==> config.mk <==
export PLATFORM = sky130hd
export DESIGN_NAME = imem_boot_loader
export DESIGN_NICKNAME = d
export VERILOG_FILES = /design/src/rtl/imem_boot_loader.sv
export SDC_FILE = /design/constraint.sdc
export NUM_CORES = 1
export LEC_CHECK = 0
export BUFFER_PORTS_ARGS = -buffer_cell sky130_fd_sc_hd__buf_4
export CAP_MARGIN = 20
export CORE_ASPECT_RATIO = 1.25
export CORE_MARGIN = 2
export CORE_UTILIZATION = 57
export CTS_CLUSTER_SIZE = 28
export DETAILED_ROUTE_END_ITERATION = 7
export PLACE_DENSITY = 0.85
export SLEW_MARGIN = 40
export SYNTH_ARGS = -nofsm -noshare
export SYNTH_HDL_FRONTEND = slang
export SYNTH_SLANG_ARGS = --single-unit
==> constraint.sdc <==
create_clock -name clk_i -period 2.8 [get_ports clk_i]
set_input_delay 0.28 -clock clk_i [delete_from_list [all_inputs] [get_ports clk_i]]
set_output_delay 0.28 -clock clk_i [all_outputs]
set_load 0.01 [all_outputs]
==> src/rtl/imem_boot_loader.sv <==
// Boot loader: assembles a little-endian byte stream into 32-bit words, writes
// them to instruction memory and releases the CPU once a zero word is stored.
module imem_boot_loader #(
    parameter int MAX_WORDS = 256,
    parameter int CNT_W     = 9
) (
    input  logic             clk_i,
    input  logic             rst_n,
    input  logic             start_i,
    input  logic [7:0]       byte_i,
    input  logic             byte_valid_i,
    output logic             byte_ready_o,
    output logic             im_we_o,
    output logic [31:0]      im_addr_o,
    output logic [31:0]      im_wdata_o,
    output logic             cpu_rst_n_o,
    output logic             done_o,
    output logic             overflow_o,
    output logic [CNT_W-1:0] word_count_o
);
    localparam int IDX_W = $clog2(MAX_WORDS);

    localparam logic [2:0] S_IDLE  = 3'd0;
    localparam logic [2:0] S_LOAD  = 3'd1;
    localparam logic [2:0] S_FINAL = 3'd2;
    localparam logic [2:0] S_RUN   = 3'd3;
    localparam logic [2:0] S_ERR   = 3'd4;

    logic [2:0]       state, state_nxt;
    logic [IDX_W-1:0] word_idx;
    logic [1:0]       byte_cnt;
    logic [23:0]      asm_q;
    logic             accept, word_done, restart;
    logic [31:0]      word;

    assign byte_ready_o = (state == S_LOAD);
    assign accept       = byte_ready_o && byte_valid_i;
    assign word_done    = accept && (byte_cnt == 2'd3);
    // The fourth byte is merged on the fly so the word is written the very next cycle.
    assign word         = {byte_i, asm_q};
    assign restart      = (state_nxt == S_LOAD) && (state != S_LOAD);

    always_comb begin
        state_nxt = state;
        case (state)
            S_IDLE, S_RUN, S_ERR: if (start_i) state_nxt = S_LOAD;
            S_LOAD: begin
                if (word_done) begin
                    if (word == 32'd0)
                        state_nxt = S_FINAL;
                    else if (word_idx == IDX_W'(MAX_WORDS - 1))
                        state_nxt = S_ERR;
                end
            end
            S_FINAL: state_nxt = S_RUN;
            default: state_nxt = S_IDLE;
        endcase
    end

    always_ff @(posedge clk_i) begin
        if (!rst_n) begin
            state        <= S_IDLE;
            word_idx     <= '0;
            byte_cnt     <= '0;
            asm_q        <= '0;
            im_we_o      <= 1'b0;
            im_addr_o    <= '0;
            im_wdata_o   <= '0;
            cpu_rst_n_o  <= 1'b0;
            done_o       <= 1'b0;
            overflow_o   <= 1'b0;
            word_count_o <= '0;
        end else begin
            state       <= state_nxt;
            im_we_o     <= 1'b0;
            cpu_rst_n_o <= (state_nxt == S_RUN);
            done_o      <= (state_nxt == S_RUN);
            // Raised one cycle after entering ERR so it trails the last write.
            overflow_o  <= (state == S_ERR) && !start_i;

            if (restart) begin
                word_idx     <= '0;
                word_count_o <= '0;
            end

            if (accept) begin
                if (byte_cnt == 2'd3) begin
                    im_we_o      <= 1'b1;
                    im_addr_o    <= 32'({word_idx, 2'b00});
                    im_wdata_o   <= word;
                    word_count_o <= word_count_o + CNT_W'(1);
                    byte_cnt     <= '0;
                    asm_q        <= '0;
                    if (state_nxt == S_LOAD)
                        word_idx <= word_idx + IDX_W'(1);
                end else begin
                    case (byte_cnt)
                        2'd0:    asm_q[7:0]   <= byte_i;
                        2'd1:    asm_q[15:8]  <= byte_i;
                        default: asm_q[23:16] <= byte_i;
                    endcase
                    byte_cnt <= byte_cnt + 2'd1;
                end
            end
        end
    end
endmodule

==> flow_summary.ini <==
[power]
p_leak_nw = 1.65
powerDensity_mw_per_mm2 = 541
internal_power_w = 0.00177
pwr-share-clk_pct = 38.8
ir_drop_uv = 333
p_seq_share_pct = 55.8
p_sw_share_pct = 23.2
comb_power_share_pct = 5.4
switchingPower_w = 0.000536

[synthesis]
synthAdderAreaFrac_pct = 1.71
synth_edf_count = 0
seq_area_frac_synth_pct = 48.8
synthTopCellsByArea = dfxtp_1 (49%), nand2_1 (11%), a21oi_1 (8.6%), buf_4 (5.3%), a22oi_1 (3.3%)
synthCells = 442
synth_top_area_cell = dfxtp_1
synth_area_per_cell_sq_um = 8.25
synthFlopType = dfxtp_1
async_flop_share_pct = 0
syn_area_sq_mm = 0.00365
synthMuxAreaShare_pct = 0
ys_warn_count = 0
synth_top_family_by_area = simple AND/OR/NAND/NOR gates
synth_compound_area_share_pct = 16.6
synth-seq-cells = 89
yosysUniqueCellTypes = 45
synth_simple_gate_area_share_pct = 23.1
synth_top_cell_area_share_pct = 48.8
yosys.area_share.xor_xnor_pct = 0.720

[final_layout]
fillers = 519
syn_to_final_growth_pct = 17.0
multi_input_area_sq_mm = 0.00163
layout.nets = 515
seq_area_sq_mm = 0.00178
antenna_cells = 0
layout-drive-gt1-share_pct = 18.9
fin_cells = 587
final_util_pct = 69.2

[grt]
grt_pass1_wl_um = 13600
antenna_found_initial = 0
globalRouteOverflowTotal = 0
grt_start_max_net_pins = 51
grt_pass1_vias = 3030
grt_use_total_pct = 25.1

[timing]
max_freq_mhz = 479
rsz0062_at_grt = no
slew_headroom_pct = 57.8
fin_hold_ws_ps = 197
hold_violations = 0
fin_skew_ps = 13.7
drv_slew = 0
period_minus_slack_ps = 2090
fin_setup_tns_ps = 0
finalCritPeriodShare_pct = 74.6
setup_viol_count_final = 0
worst_pin_slew_ps = 629

[die]
dieArea_sq_mm = 0.00706
io_pins = 90
row_count = 32
die_h_um = 93.5
die_x_um = 75.6
start_util_pct = 59.2
design.core.area_sq_mm = 0.00617

[routing]
firstDrtPassIters = 4
ant_nets = 0
drt_iter0_markers = 286
vias = 3248
routed_wl_um = 8410
detail_route.drc_violations = 0
via_per_inst = 5.53
wl_per_cell_um = 14.3

[min_path]
hold_start = byte_i[3]
min_to = im_wdata_o[27]
min_path_cells = 3
hold_path.class = input port to flip-flop

[setup_path]
required_ps = 3090
slowest_stage = or4_1
r2r_setup_slack_ps = 710
critical_path.max_fanout = 13
reg2reg_depth = 6
worstPathArrival_ps = 2380
critPathMaxStageDelay_ps = 440
critical_path.startpoint_type = flip-flop
cp-end-kind = flip-flop
cp_cell_sequence = ha_1 -> inv_1 -> a311oi_2 -> o21ai_2 -> or4_1 -> a21oi_1
worstReg2RegStart = byte_cnt[0]
setup.worst_path.start = byte_cnt[0]
path_class = flip-flop to flip-flop
r2r-end = word_idx[7]

[job]
max-cap-violations = 0

[cts]
post_cts_buffers = 0
cts_tree = yes
cts_max_path_buffers = 2
root_buffer = clkbuf_8
cts_resized = 0
cts_hold_buf = 0
clock-sinks = 89
clk_pin_slew_ps = 90
clk_latency_ps = 360
htreeDepth = 3
cts_made_buffers = 9

[placed_design]
dp_cells = 572
gp_congestion = 0.876
hpwl_um = 6020
port_buffers = 65

[status]
status = completed
-- cell type report --
type | count | share of cell area (%)
clock buffers | 11 | 3.55
clock inverters | 4 | 1.23
inverters | 6 | 0.528
multi-input cells | 322 | 38.1
flip-flops and latches | 89 | 41.7
well taps | 85 | 2.49
repair buffers | 70 | 12.3
-- power by group through the flow --
stage | logic (W) | registers [W] | clock network, W
4_1_cts | 0.000123 | 0.00129 | 0.000905
6_report | 0.000125 | 0.00129 | 0.000895
5_1_grt | 0.000138 | 0.00129 | 0.000955
3_5_place_dp | 0.000123 | 0.00132 | 0
3_3_place_gp | 0.000119 | 0.00132 | 0
2_1_floorplan | 0.000109 | 0.00132 | 0
-- registers in the layout, summed over array words and instances (netlist names) --
register	flops
im_wdata_o	32
asm_q	24
word_count_o	9
im_addr_o	8
word_idx	8
state	3
byte_cnt	2
done_o	1
im_we_o	1
overflow_o	1
-- cell usage in the layout (no fill, tap or decap), types with 2 or more instances in the layout --
cell,synthesis,routed
nor2_1,29,29
clkinv_4,0,2
clkinv_1,2,2
buf_4,26,70
o21ai_0,9,9
a21oi_1,63,63
nor4_1,9,9
inv_1,4,4
a22oi_1,16,16
o21ai_1,2,2
nand4_1,6,6
or2_2,2,2
conb_1,1,24
nand2_1,103,103
and3_1,4,4
nand2b_1,3,3
dfxtp_1,89,89
clkbuf_8,1,11
o21a_1,3,3
or3_1,3,3
ha_1,5,5
nand3_1,16,16
a31oi_1,2,2
xor2_1,3,3
-- critical path, delay by kind of cell, from the launching register on --
kind                       cells  cell delay [ps]
DFF                            1              400
adders and majority gates      1              340
buffers and inverters          1              240
AOI/OAI and AO/OA              3              620
and+or+nand+nor                1              440
-- through the flow --
stage	setup WS, ps	power (W)	cell area, sq um
3_3_place_gp	822	0.00144	4060
3_5_place_dp	710	0.00144	4060
2_1_floorplan	935	0.00142	3730
6_report	712	0.00231	4270
5_1_grt	460	0.00238	4270
4_1_cts	700	0.00232	4270
-- how the worst max path moves through the flow --
| stage | end | cells past startpoint |
|---|---|---|
| 6_report | word_idx[7] | 6 |
| 5_1_grt | word_count_o[5] | 8 |
| 4_1_cts | word_count_o[5] | 8 |
| 3_5_place_dp | word_count_o[5] | 8 |
| 3_3_place_gp | word_count_o[3] | 8 |
| 2_1_floorplan | word_count_o[3] | 9 |
-- cells in the mapped netlist, types with 2 or more instances --
cell type and instances:
nand2_1 103, dfxtp_1 89, a21oi_1 63, nor2_1 29, buf_4 26, clkbuf_1 19, a22oi_1 16, nand3_1 16
nor4_1 9, o21ai_0 9, nand4_1 6, ha_1 5, and3_1 4, inv_1 4, nand2b_1 3, o21a_1 3
or3_1 3, xor2_1 3, a31oi_1 2, buf_6 2, clkinv_1 2, o21ai_1 2, or2_2 2
-- cells by family after synthesis --
| group | after synthesis |
|---|---|
| xor gates and xnor gates | 3 |
| and+or+nand+nor | 186 |
| buffers and inverters | 54 |
| other | 1 |
| AOI/OAI and AO/OA | 104 |
| DFF | 89 |
| adders and majority gates | 5 |
-- metal layers --
| metal | track usage (%) | part of all wire [%] |
|---|---|---|
| met5 | 0 | 0 |
| met2 | 44.1 | 53 |
| met4 | 11.4 | 2.7 |
| met1 | 28.3 | 39 |
| met3 | 5.28 | 5.7 |
No activity file was read; power rests on OpenSTA's default activity.
